<file path="src/rtl/ysyx_23060025_mem_arbiter.sv">
// ysyx_23060025_mem_arbiter: round-robin arbiter sharing one SRAM port between IFU reads and LSU reads/writes
module ysyx_23060025_mem_arbiter #(
    parameter int ADDR_LEN = 32,
    parameter int DATA_LEN = 32
) (
    input  logic                clk,
    input  logic                rst,
    input  logic                ifu_req_valid,
    output logic                ifu_req_ready,
    input  logic [ADDR_LEN-1:0] ifu_raddr,
    output logic                ifu_rsp_valid,
    output logic [DATA_LEN-1:0] ifu_rdata,
    input  logic                lsu_req_valid,
    output logic                lsu_req_ready,
    input  logic                lsu_wen,
    input  logic [ADDR_LEN-1:0] lsu_addr,
    input  logic [DATA_LEN-1:0] lsu_wdata,
    input  logic [7:0]          lsu_wmask,
    output logic                lsu_rsp_valid,
    output logic [DATA_LEN-1:0] lsu_rdata,
    output logic                sram_ren,
    output logic                sram_wen,
    output logic [ADDR_LEN-1:0] sram_raddr,
    output logic [ADDR_LEN-1:0] sram_waddr,
    output logic [DATA_LEN-1:0] sram_wdata,
    output logic [7:0]          sram_wmask,
    input  logic [DATA_LEN-1:0] sram_rdata
);
    typedef enum logic [1:0] {IDLE, ISSUE, RESP} state_t;
    state_t              state_q, state_d;
    logic                ptr_q, ptr_d;
    logic                id_q, id_d;
    logic                wen_q, wen_d;
    logic [ADDR_LEN-1:0] addr_q, addr_d;
    logic [DATA_LEN-1:0] wdata_q, wdata_d;
    logic [7:0]          wmask_q, wmask_d;
    logic                idle, issue, resp, hs;
    // Grant and response decode; ptr/id use 1 for LSU, 0 for IFU, and reset forces every strobe low
    always_comb begin
        idle          = state_q == IDLE && !rst;
        issue         = state_q == ISSUE && !rst;
        resp          = state_q == RESP && !rst;
        ifu_req_ready = idle && ifu_req_valid && (!lsu_req_valid || ptr_q);
        lsu_req_ready = idle && lsu_req_valid && (!ifu_req_valid || !ptr_q);
        hs            = ifu_req_ready || lsu_req_ready;
        sram_ren      = issue && !wen_q;
        sram_wen      = issue && wen_q;
        sram_raddr    = sram_ren ? addr_q : '0;
        sram_waddr    = sram_wen ? addr_q : '0;
        sram_wdata    = sram_wen ? wdata_q : '0;
        sram_wmask    = sram_wen ? wmask_q : '0;
        ifu_rsp_valid = resp && !id_q;
        lsu_rsp_valid = resp && id_q;
        ifu_rdata     = (ifu_rsp_valid && !wen_q) ? sram_rdata : '0;
        lsu_rdata     = (lsu_rsp_valid && !wen_q) ? sram_rdata : '0;
    end
    // Next state: advance through ISSUE/RESP and capture the granted request on a handshake
    always_comb begin
        state_d = state_q == IDLE ? (hs ? ISSUE : IDLE) : (state_q == ISSUE ? RESP : IDLE);
        ptr_d   = hs ? lsu_req_ready : ptr_q;
        id_d    = hs ? lsu_req_ready : id_q;
        wen_d   = hs ? lsu_req_ready && lsu_wen : wen_q;
        addr_d  = hs ? (lsu_req_ready ? lsu_addr : ifu_raddr) : addr_q;
        wdata_d = hs ? (lsu_req_ready ? lsu_wdata : '0) : wdata_q;
        wmask_d = hs ? (lsu_req_ready ? lsu_wmask : 8'h00) : wmask_q;
    end
    // State register; reset returns to IDLE with the pointer on LSU so IFU wins the first conflict
    always_ff @(posedge clk) begin
        if (rst) begin
            state_q <= IDLE;
            ptr_q   <= 1'b1;
            id_q    <= 1'b0;
            wen_q   <= 1'b0;
            addr_q  <= '0;
            wdata_q <= '0;
            wmask_q <= '0;
        end else begin
            state_q <= state_d;
            ptr_q   <= ptr_d;
            id_q    <= id_d;
            wen_q   <= wen_d;
            addr_q  <= addr_d;
            wdata_q <= wdata_d;
            wmask_q <= wmask_d;
        end
    end
endmodule

</file>
<file path="config.mk">
export PLATFORM = sky130hd
export DESIGN_NAME = ysyx_23060025_mem_arbiter
export DESIGN_NICKNAME = d
export VERILOG_FILES = /design/src/rtl/ysyx_23060025_mem_arbiter.sv
export SDC_FILE = /design/constraint.sdc
export NUM_CORES = 1
export LEC_CHECK = 0
export ABC_AREA = 1
export CAP_MARGIN = 20
export CORE_AREA = 2 2 130 132
export CTS_CLUSTER_SIZE = 25
export DETAILED_ROUTE_END_ITERATION = 10
export DIE_AREA = 0 0 132 134
export PLACE_DENSITY_LB_ADDON = 0.3
export SLEW_MARGIN = 10
export SYNTH_ARGS = -nofsm -noshare
export SYNTH_HDL_FRONTEND = slang
export SYNTH_SLANG_ARGS = --single-unit
</file>
<file path="constraint.sdc">
create_clock -name clk -period 1.2 [get_ports clk]
set_input_delay 0.24 -clock clk [delete_from_list [all_inputs] [get_ports clk]]
set_output_delay 0.24 -clock clk [all_outputs]
set_load 0.01 [all_outputs]
</file>
# Word-level counts from Yosys, hierarchy flattened
# Cells that the tools add are included.
# classes
mux,12
reduce_logical,24
eq_ne,2
# op_table
cell,n
32-bit two-way mux,7
8-bit two-way mux,2
1-bit logical AND,14
1-bit logical NOT,6
2-bit two-way mux,2
1-bit logical OR,3
2-bit by 1-bit equality test with 1-bit output (second input constant),1
2-bit equality test (second input constant),1
2-bit logical NOT,1
1-bit two-way mux,1
# word_totals
reg_bits,77

# Longest topological paths before layout
# Gate-level depths: netlist (run 1).
# logic_depth
ltp_word,7
ltp_mapped,8
ltp_nobuf,7

# Worst setup path before layout (run 1)
# OpenSTA, ideal clock, no wires.
# synth_path
kind,input-to-output
start,input port rst
end,output port sram_waddr[0]
stages,7
slack_ns,-0.326
t_arrival_ns,1.286
cell_sequence,buf_4 -> inv_2 -> nand3_1 -> nor2_1 -> inv_2 -> buf_2 -> nor2_1
# synth_via
elab_chain_len,4
# synth_rtl
item,line,rtl
start: declaration,7,"input logic rst,"
1-bit logical NOT,41,issue = state_q == ISSUE && !rst;
1-bit logical AND,41,
1-bit logical AND,47,sram_wen = issue && wen_q;
via sram_wen,22,"output logic sram_wen,"
32-bit two-way mux,49,sram_waddr = sram_wen ? addr_q : '0;
end: declaration,24,"output logic [ADDR_LEN-1:0] sram_waddr,"
# The timed path passes the listed nets, and every way through them passes these cells.

# Final worst setup path (run 1)
# layout_path
start,register state_q[0]
end,output port sram_wdata[31]
# layout_via
elab_chain_len,4
# layout_rtl
item,line,rtl
start: declaration,30,"state_t state_q, state_d;"
start signal: assignment,78,state_q <= state_d;
2-bit by 1-bit equality test with 1-bit output,41,
1-bit logical AND,41,
1-bit logical AND,47,
32-bit two-way mux,50,sram_wdata = sram_wen ? wdata_q : '0;
end: declaration,25,"output logic [DATA_LEN-1:0] sram_wdata,"
# Every way passes these cells.

==> summary.txt, run 1 <==
STA
  • Min Clock Period, post-route: 1.88 ns
  • Final Cycle Share: 1.57
  • Final Worst Setup Slack: -0.681 ns
  • FMAX: 532 MHz
  • Worst rel slew slack: 0.691
  • Worst slew pin tran: 0.463 ns
  • Final setup fails: 249
  • Clk_skew: 0.00689 ns
  • RSZ-0062 raised after global routing: true
  • Fin. Hold Viols: 0
  • Setup Total Neg Slack: -114.54 ns
  • Max-slew violations: 0

Clocking
  • TritonCTS Buffers: 9
  • H-Tree Depth: 3
  • Clk pin slew, worst setup/hold paths: 0.06 ns
  • TritonCTS clock tree: done
  • Hold_buf cts: 0
  • Clock Sinks: 77
  • Latest clock arrival within the worst-skew pair: 0.34 ns
  • Max Buffers Root-to-Sink: 2
  • CTS root buf: clkbuf_16

GRT
  • Grt total ovfl: 0
  • Grt peak-use layer: met2
  • GRT met3 Usage: 0.0472
  • Largest net degree at the start of global routing: 43
  • First-pass GRT wire length: 30.9 mm
  • Initial antenna violation count: 2
  • GR Util All Layers: 0.218
  • Grt met1 use: 0.247
  • Met2 Usage GRT: 0.411
  • Vias in the first global route: 5795

Route
  • Vias per Instance: 4.46
  • Routed via count: 6230
  • Antenna-violating nets left: 0
  • Drt total wl: 20.8 mm
  • DR iter-0 viols: 228
  • Avg WL per Cell: 14.9 um
  • DRC viols: 0
  • Drt pass-1 iters: 6

Floorplanning
  • IO Pins: 315
  • Die Wd: 132 um
  • Row cnt: 47
  • Die Y: 134 um
  • Core area: 16300 sq um
  • Starting density of the core: 0.283
  • DIE AREA: 17700 sq um

Place
  • Routability cong.: 0.795
  • HPWL after DPL: 14.8 mm
  • Area post-placement: 9580 sq um
  • Port buffer count: 314

Worst setup path
  • Setup crit start kind: flop
  • CP Class: flop to output port
  • Max Fanout on Critical Path: 14
  • Crit path DAT: 1.64 ns
  • Req. time, crit path: 0.96 ns
  • Critical path endpoint category: output port

Synthesis
  • #FFs+latches synth: 77
  • Netlist Area Pre-Place: 4610 sq um
  • Syn_area_per_cell: 5.65 sq um
  • Ys flop type: dfxtp_1
  • Count of flip-flops with a built-in enable after synthesis: 0
  • Synth unique cells: 17
  • Yosys top cell by area: dfxtp_1
  • Ys Warns: 0
  • Synth top area share: 0.335
  • Syn nets: 956
  • Post-Syn Instances: 815
  • Synth area leaders: dfxtp_1 33%, nor2_1 22%, inv_1 12%
  • Register area share after synthesis: 0.335
  • Post-synth ARST share: 0

Status
  • Status: finished with violations
  • Failing checks: negative setup slack

Cells and area
  • Area added between synthesis and finish: 129%
  • Share of cells above drive strength 1: 0.395
  • Cell area after layout: 10600 sq um
  • Nets: 1312
  • Most frequent cells in the layout: 155 x nor2_4, 139 x inv_1, 139 x clkdlybuf4s50_1
  • Commonest non-fill, non-tap cell in the layout: nor2_4

Pwr
  • Pwr/cell area: 744 nW/um^2
  • Pleak: 4.27 nW
  • Max IR drop VDD: 0.810 mV

Run
  • # Max-Cap Violations: 0

Hold path
  • Worst Hold Class: input port to flop
[layer usage]
metal,part of all wire,vias up
li1,-,3139
met1,0.38,2837
met2,0.53,229
met3,0.067,25
met4,0.021,0
met5,0,-
[critical path: stages (launching register included)]
cell and delay, ns:
dfxtp_4 0.39, nand3_4 0.11, nor2_4 0.17, inv_8 0.11, buf_12 0.18, nor2_1 0.10
clkdlybuf4s15_2 0.23
[per-stage QoR]
step | cells | worst slack, ns | total power, mW | hold slack [ns] | util
floorplan | 815 | -0.193 | 4.00 | 0.386 | -
global placement | 1350 | -0.713 | 4.84 | 0.468 | 0.588
detailed placement | 1350 | -0.734 | 4.86 | 0.470 | 0.588
CTS | 1388 | -0.703 | 7.82 | 0.327 | 0.632
global route | 1397 | -0.765 | 8.25 | 0.350 | 0.648
finish | 1398 | -0.681 | 7.86 | 0.340 | 0.648
[kinds of logic (layout without fill, tap and decap cells)]
kind of cell	after synthesis	count (layout)	share of synthesized area
AOI/OAI and AO/OA	75	75	0.0823
buffers and inverters	202	563	0.179
and+or+nand+nor	461	461	0.404
other	0	2	0
DFF	77	77	0.335
[where the power goes]
group	internal (mW)	switching, mW	total [mW]	leakage [nW]
clock network	1.65	1.20	2.85	0.149
registers	2.73	0.0623	2.79	0.631
logic	1.08	1.14	2.22	3.49
total	5.45	2.41	7.86	4.27
[cell usage after synthesis (3+ instances only)]
| master | n |
|---|---|
| nand2_1 | 114 |
| buf_1 | 3 |
| inv_1 | 143 |
| a21oi_1 | 42 |
| nand3_1 | 75 |
| clkbuf_1 | 17 |
| nor2_1 | 268 |
| buf_4 | 8 |
| dfxtp_1 | 77 |
| o21ai_0 | 32 |
| inv_2 | 3 |
| buf_2 | 28 |
[final timing paths]
check                               start                      end  slack [ns]  depth (start not counted)
setup / recovery    state_q[0]$_SDFF_PP0_           sram_wdata[31]       -0.68                          6
hold reg to reg   wmask_q[7]$_SDFFE_PP0P_  wmask_q[7]$_SDFFE_PP0P_        0.48                          2
setup reg to reg    state_q[0]$_SDFF_PP0_   addr_q[5]$_SDFFE_PP0P_       -0.23                          8
hold / removal                        rst    state_q[1]$_SDFF_PP0_        0.34                          4
[layout make-up]
| class | instances | area (sq um) |
|---|---|---|
| Sequential cell | 77 | 1550 |
| Clock buffer | 9 | 225 |
| Inverter | 146 | 571 |
| Clock inverter | 7 | 80.1 |
| Timing Repair Buffer | 401 | 4370 |
| Multi-Input combinational cell | 536 | 3490 |
| Antenna cell | 2 | 5.00 |
| Tap cell | 220 | 275 |
| Fill cell | 1360 | 5730 |
[timing repair]
action | 4_1_cts | 5_1_grt
endpoints found under the setup margin | 249 | 249
gates cloned | 3 | 5
resized for setup | 649 | 128
hold endpoints to repair | 0 | 0
pin swaps | 6 | 14
setup buffers | 19 | 8
[sequential cells by signal (all words and copies together) (netlist names)]
name     cells
addr_q      32
id_q         1
ptr_q        1
state_q      2
wdata_q     32
wen_q        1
wmask_q      8
Note: power is estimated with default switching activity, not from simulation.
==> run 2, diff against run 1 <==
--- a/config.mk
+++ b/config.mk
@@ -7,10 +7,12 @@
 export LEC_CHECK = 0
 export ABC_AREA = 1
 export CAP_MARGIN = 20
-export CORE_AREA = 2 2 130 132
+export CELL_PAD_IN_SITES_DETAIL_PLACEMENT = 0
+export CELL_PAD_IN_SITES_GLOBAL_PLACEMENT = 1
+export CORE_AREA = 2 2 155 157
 export CTS_CLUSTER_SIZE = 25
 export DETAILED_ROUTE_END_ITERATION = 10
-export DIE_AREA = 0 0 132 134
+export DIE_AREA = 0 0 157 159
 export PLACE_DENSITY_LB_ADDON = 0.3
 export SLEW_MARGIN = 10
 export SYNTH_ARGS = -nofsm -noshare
==> summary.txt, run 2 (synthesis results as in run 1) <==
STA
  • Fin. Hold Viols: 0 (unchanged)
  • Hold Slack: 0.346 ns (+0.00528 ns)
  • Final Cycle Share: 1.54 (-0.0233)
  • Setup Total Neg Slack: -128.73 ns (-14.19 ns)
  • Worst rel slew slack: 0.686 (-0.00468)
  • Min Clock Period, post-route: 1.85 ns (-0.0280 ns)
  • Max-slew violations: 0 (unchanged)
  • Final setup fails: 250 (+0.40%)
  • Worst slew pin tran: 0.470 ns (+0.00702 ns)
  • Clk_skew: 0.00647 ns (-0.000418 ns)
  • FMAX: 540 MHz (+1.5%)
  • RSZ-0062 raised after global routing: true
  • Final Worst Setup Slack: -0.653 ns (+0.0280 ns)

Pwr
  • Pleak: 4.94 nW (+16%)
  • Max IR drop VDD: 0.613 mV (-24%)
  • Pwr/cell area: 691 nW/um^2 (-7.1%)

GRT
  • Initial antenna violation count: 2 (unchanged)
  • First-pass GRT wire length: 35.4 mm (+14%)
  • GR Util All Layers: 0.183 (-0.0357)
  • Vias in the first global route: 6346 (+9.5%)
  • Largest net degree at the start of global routing: 43 (unchanged)
  • Grt total ovfl: 0 (unchanged)

Clocking
  • CTS root buf: clkbuf_16
  • TritonCTS clock tree: done
  • Max Buffers Root-to-Sink: 2 (unchanged)
  • Clock Sinks: 77 (unchanged)
  • Clk pin slew, worst setup/hold paths: 0.06 ns (about the same)
  • TritonCTS Buffers: 9 (unchanged)
  • Latest clock arrival within the worst-skew pair: 0.34 ns (about the same)
  • H-Tree Depth: 3 (unchanged)
  • Hold_buf cts: 0 (unchanged)

Route
  • Antenna-violating nets left: 0 (unchanged)
  • DR iter-0 viols: 187 (-18%)
  • Drt total wl: 23.7 mm (+14%)
  • Avg WL per Cell: 15.3 um (+2.7%)
  • DRC viols: 0 (unchanged)
  • Drt pass-1 iters: 4 (-2)
  • Routed via count: 6380 (+2.4%)
  • Vias per Instance: 4.11 (-7.9%)

Cells and area
  • Fin util: 0.508 (-0.140)
  • Share of cells above drive strength 1: 0.427 (+0.0329)
  • Most frequent cells in the layout: 186 x buf_6, 163 x nor2_4, 139 x inv_1
  • Commonest non-fill, non-tap cell in the layout: buf_6
  • Area added between synthesis and finish: 156%
  • Cell area after layout: 11800 sq um (+12%)
  • Nets: 1369 (+4.3%)
  • Largest regs: addr_q x32, wdata_q x32, wmask_q x8
  • Fill cell count: 2186 (+61%)

Worst setup path
  • Critical path endpoint category: output port
  • CP Class: flop to output port
  • Setup crit start kind: flop
  • Max Fanout on Critical Path: 6 (-8)
  • Crit path DAT: 1.61 ns (-0.03 ns)
  • Req. time, crit path: 0.96 ns (about the same)

Floorplanning
  • Die Y: 159 um (+19%)
  • Row cnt: 56 (+19%)
  • Die Wd: 157 um (+19%)
  • IO Pins: 315 (unchanged)
  • Starting density of the core: 0.199 (-0.0842)
  • Core area: 23200 sq um (+42%)
  • DIE AREA: 25000 sq um (+41%)

Hold path
  • Worst Hold Class: input port to flop

Place
  • Port buffer count: 314 (unchanged)
  • Routability cong.: 0.713 (-10%)
  • HPWL after DPL: 15.8 mm (+7.1%)
  • Area post-placement: 9840 sq um (+2.8%)

Status
  • Status: finished with violations
  • Failing checks: negative setup slack

Run
  • # Max-Cap Violations: 0 (unchanged)
run 2: final timing paths:
path | startpoint | endpoint | slack, ns | cells after the start
worst min register to register | wmask_q[7]$_SDFFE_PP0P_ | wmask_q[7]$_SDFFE_PP0P_ | 0.48 | 2
worst max-delay path | state_q[0]$_SDFF_PP0_ | lsu_rdata[18] | -0.65 | 8
worst min-delay path | rst | state_q[1]$_SDFF_PP0_ | 0.35 | 4
worst max register to register | state_q[0]$_SDFF_PP0_ | addr_q[4]$_SDFFE_PP0P_ | -0.45 | 10
run 2: cell type report:
cell class                      instances  area (sq um)  area share
Timing Repair Buffer                  457          5390       0.457
Antenna cell                            2          5.00    0.000425
Inverter                              146           578      0.0491
Clock inverter                          7          66.3     0.00563
Tap cell                              319           399      0.0339
Multi-Input combinational cell        536          3550       0.302
Timing Repair inverter                  1          16.3     0.00138
Sequential cell                        77          1550       0.131
Clock buffer                            9           225      0.0191
run 2: repair_timing:
action,in CTS,in global routing
setup buffers,35,15
resized for setup,933,87
pin swaps,15,17
endpoints found under the setup margin,250,250
gates cloned,21,2
run 2: power by group:
group          total (mW)  internal [mW]  leakage [nW]  switching (mW)
combinational        2.60           1.33          4.17            1.27
clock                2.75           1.60         0.145            1.15
sequential           2.79           2.73         0.630          0.0618
run 2: layer usage:
layer  up-vias  track usage  wire (um)
li1       3258            -          -
met1      2869        0.200       9000
met2       227        0.337      12300
met3        26       0.0506       1860
met4         0       0.0580        558
met5         -            0          0
run 2: per-stage QoR:
| step | total power, mW | setup slack [ns] | instances |
|---|---|---|---|
| 2_1_floorplan | 4.00 | -0.193 | 815 |
| 6_report | 8.14 | -0.653 | 1554 |
| 5_1_grt | 8.57 | -0.714 | 1553 |
| 3_5_place_dp | 4.96 | -0.739 | 1473 |
| 4_1_cts | 8.16 | -0.699 | 1541 |
| 3_3_place_gp | 4.95 | -0.731 | 1473 |
run 2: critical path: stages (launching register included):
cell and delay [ns]:
dfxtp_4 0.37, nor2_8 0.12, nand2_4 0.08, nor2_4 0.12, nand2_4 0.08, buf_6 0.13, buf_12 0.14, nor2_4 0.13
buf_6 0.11
==> run 3, diff against run 2 <==
--- a/config.mk
+++ b/config.mk
@@ -7,12 +7,12 @@
 export LEC_CHECK = 0
 export ABC_AREA = 1
 export CAP_MARGIN = 20
-export CELL_PAD_IN_SITES_DETAIL_PLACEMENT = 0
-export CELL_PAD_IN_SITES_GLOBAL_PLACEMENT = 1
-export CORE_AREA = 2 2 155 157
+export CELL_PAD_IN_SITES_DETAIL_PLACEMENT = 2
+export CELL_PAD_IN_SITES_GLOBAL_PLACEMENT = 2
+export CORE_AREA = 2 2 185 187
 export CTS_CLUSTER_SIZE = 25
 export DETAILED_ROUTE_END_ITERATION = 10
-export DIE_AREA = 0 0 157 159
+export DIE_AREA = 0 0 187 189
 export PLACE_DENSITY_LB_ADDON = 0.3
 export SLEW_MARGIN = 10
 export SYNTH_ARGS = -nofsm -noshare
==> summary.txt, run 3 (synthesis results as in run 1) <==
Worst setup path
  • CP Class: flop to output port
  • Setup crit start kind: flop
  • Req. time, crit path: 0.96 ns (about the same)
  • Crit path DAT: 1.68 ns (+0.07 ns)
  • Critical path endpoint category: output port
  • Max Fanout on Critical Path: 5 (-1)

Place
  • Port buffer count: 314 (unchanged)
  • Pre-CTS setup slack: -0.806 ns (-0.0671 ns)
  • Area post-placement: 10000 sq um (+1.7%)
  • HPWL after DPL: 19.9 mm (+26%)
  • Routability cong.: 0.782 (+9.7%)
  • Placed Cells incl. Taps: 1598 (+8.5%)

STA
  • FMAX: 522 MHz (-3.3%)
  • Worst slew pin tran: 0.514 ns (+0.0432 ns)
  • Final Cycle Share: 1.60 (+0.0527)
  • Worst rel slew slack: 0.658 (-0.0288)
  • Max-slew violations: 0 (unchanged)
  • Final setup fails: 250 (unchanged)
  • Clk_skew: 0.0102 ns (+0.00372 ns)
  • Setup Total Neg Slack: -140.16 ns (-11.43 ns)
  • Final Worst Setup Slack: -0.716 ns (-0.0632 ns)
  • Fin. Hold Viols: 0 (unchanged)
  • Min Clock Period, post-route: 1.92 ns (+0.0632 ns)
  • RSZ-0062 raised after global routing: true
  • Hold Slack: 0.347 ns (+0.00126 ns)

Floorplanning
  • DIE AREA: 35300 sq um (+42%)
  • Die Wd: 187 um (+19%)
  • IO Pins: 315 (unchanged)
  • Starting density of the core: 0.138 (-0.0602)
  • Core area: 33300 sq um (+43%)
  • Die Y: 189 um (+19%)
  • Row cnt: 67 (+20%)

Clocking
  • Clk pin slew, worst setup/hold paths: 0.08 ns (+0.02 ns)
  • Latest clock arrival within the worst-skew pair: 0.35 ns (about the same)
  • TritonCTS clock tree: done
  • Clock Sinks: 77 (unchanged)
  • Max Buffers Root-to-Sink: 2 (unchanged)
  • TritonCTS Buffers: 9 (unchanged)
  • H-Tree Depth: 3 (unchanged)
  • CTS root buf: clkbuf_16

GRT
  • Initial antenna violation count: 1 (-1)
  • Grt total ovfl: 0 (unchanged)
  • Vias in the first global route: 6931 (+9.2%)
  • Largest net degree at the start of global routing: 42 (-2.3%)
  • First-pass GRT wire length: 40.9 mm (+16%)
  • GR Util All Layers: 0.149 (-0.0334)

Status
  • Status: finished with violations
  • Failing checks: negative setup slack

Cells and area
  • Largest regs: addr_q x32, wdata_q x32, wmask_q x8
  • Commonest non-fill, non-tap cell in the layout: nor2_4
  • Area added between synthesis and finish: 158%
  • Nets: 1365 (-0.29%)
  • Cell area after layout: 11900 sq um (+1.1%)
  • Fin cells: 1678 (+8.0%)
  • Share of cells above drive strength 1: 0.439 (+0.0112)
  • Most frequent cells in the layout: 167 x nor2_4, 140 x inv_1, 139 x clkdlybuf4s50_1

Hold path
  • Worst Hold Class: input port to flop

Pwr
  • Pleak: 4.86 nW (-1.7%)
  • Max IR drop VDD: 0.638 mV (+4.1%)
  • Pwr/cell area: 746 nW/um^2 (+7.9%)

Route
  • Routed via count: 6693 (+4.9%)
  • Drt total wl: 30.8 mm (+30%)
  • DRC viols: 0 (unchanged)
  • Antenna-violating nets left: 0 (unchanged)
  • DR iter-0 viols: 173 (-7.5%)
  • Drt pass-1 iters: 4 (unchanged)
  • Avg WL per Cell: 18.4 um (+20%)
  • Vias per Instance: 3.99 (-2.8%)

Run
  • # Max-Cap Violations: 0 (unchanged)
==> run 3: path summary, 6_finish.rpt <==
kind                                                 end  depth (start not counted)  slack (ns)                     start
worst min register to register  wdata_q[29]$_SDFFE_PP0P_                          2        0.48  wdata_q[29]$_SDFFE_PP0P_
worst max register to register   wdata_q[1]$_SDFFE_PP0P_                         10       -0.56     state_q[0]$_SDFF_PP0_
worst min-delay path                  wen_q$_SDFFE_PP0P_                          3        0.35                       rst
worst max-delay path                       sram_raddr[0]                          7       -0.72     state_q[0]$_SDFF_PP0_
==> run 3: report_power, final <==
group / switching, mW / total, mW / internal (mW)
Clock: 1.43 / 3.32 / 1.90
Sequential: 0.0674 / 2.79 / 2.73
Combinational: 1.39 / 2.76 / 1.37
Total: 2.88 / 8.88 / 6.00
==> run 3: final cells by class <==
type                            count  area [sq um]
Inverter                          146           571
Tap cell                          448           561
Antenna cell                        1          2.50
Sequential cell                    77          1550
Timing Repair Buffer              454          5240
Clock inverter                      7           114
Clock buffer                        9           225
Multi-Input combinational cell    536          3640
Fill cell                        3720         21400
==> run 3: routing by layer <==
layer  vias to the layer above  part of all wire  track usage
met5                         -                 0            0
li1                       3259                 -            -
met2                       162              0.52        0.266
met4                         0            0.0094       0.0348
met1                      3256              0.43        0.184
met3                        16             0.042       0.0310
==> run 3: repair_timing <==
action	in CTS	in global routing
gates cloned	3	29
pin swaps	4	44
endpoints found under the setup margin	250	250
hold endpoints to repair	0	0
gates resized for setup	573	313
hold buffers	0	0
buffers inserted	12	22
==> run 3: stage by stage <==
step / power, mW / utilization
3_3_place_gp: 4.98 / 0.301
3_5_place_dp: 5.03 / 0.301
5_1_grt: 9.37 / 0.358
6_report: 8.88 / 0.358
4_1_cts: 8.48 / 0.320
2_1_floorplan: 4.00 / -
==> run 3: critical path, stage by stage, from the launching register on <==
cell	delay, ns
dfxtp_4	0.40
nand3_4	0.12
nor2_4	0.18
clkinv_4	0.10
buf_4	0.16
clkbuf_16	0.16
nor2_2	0.08
buf_2	0.13
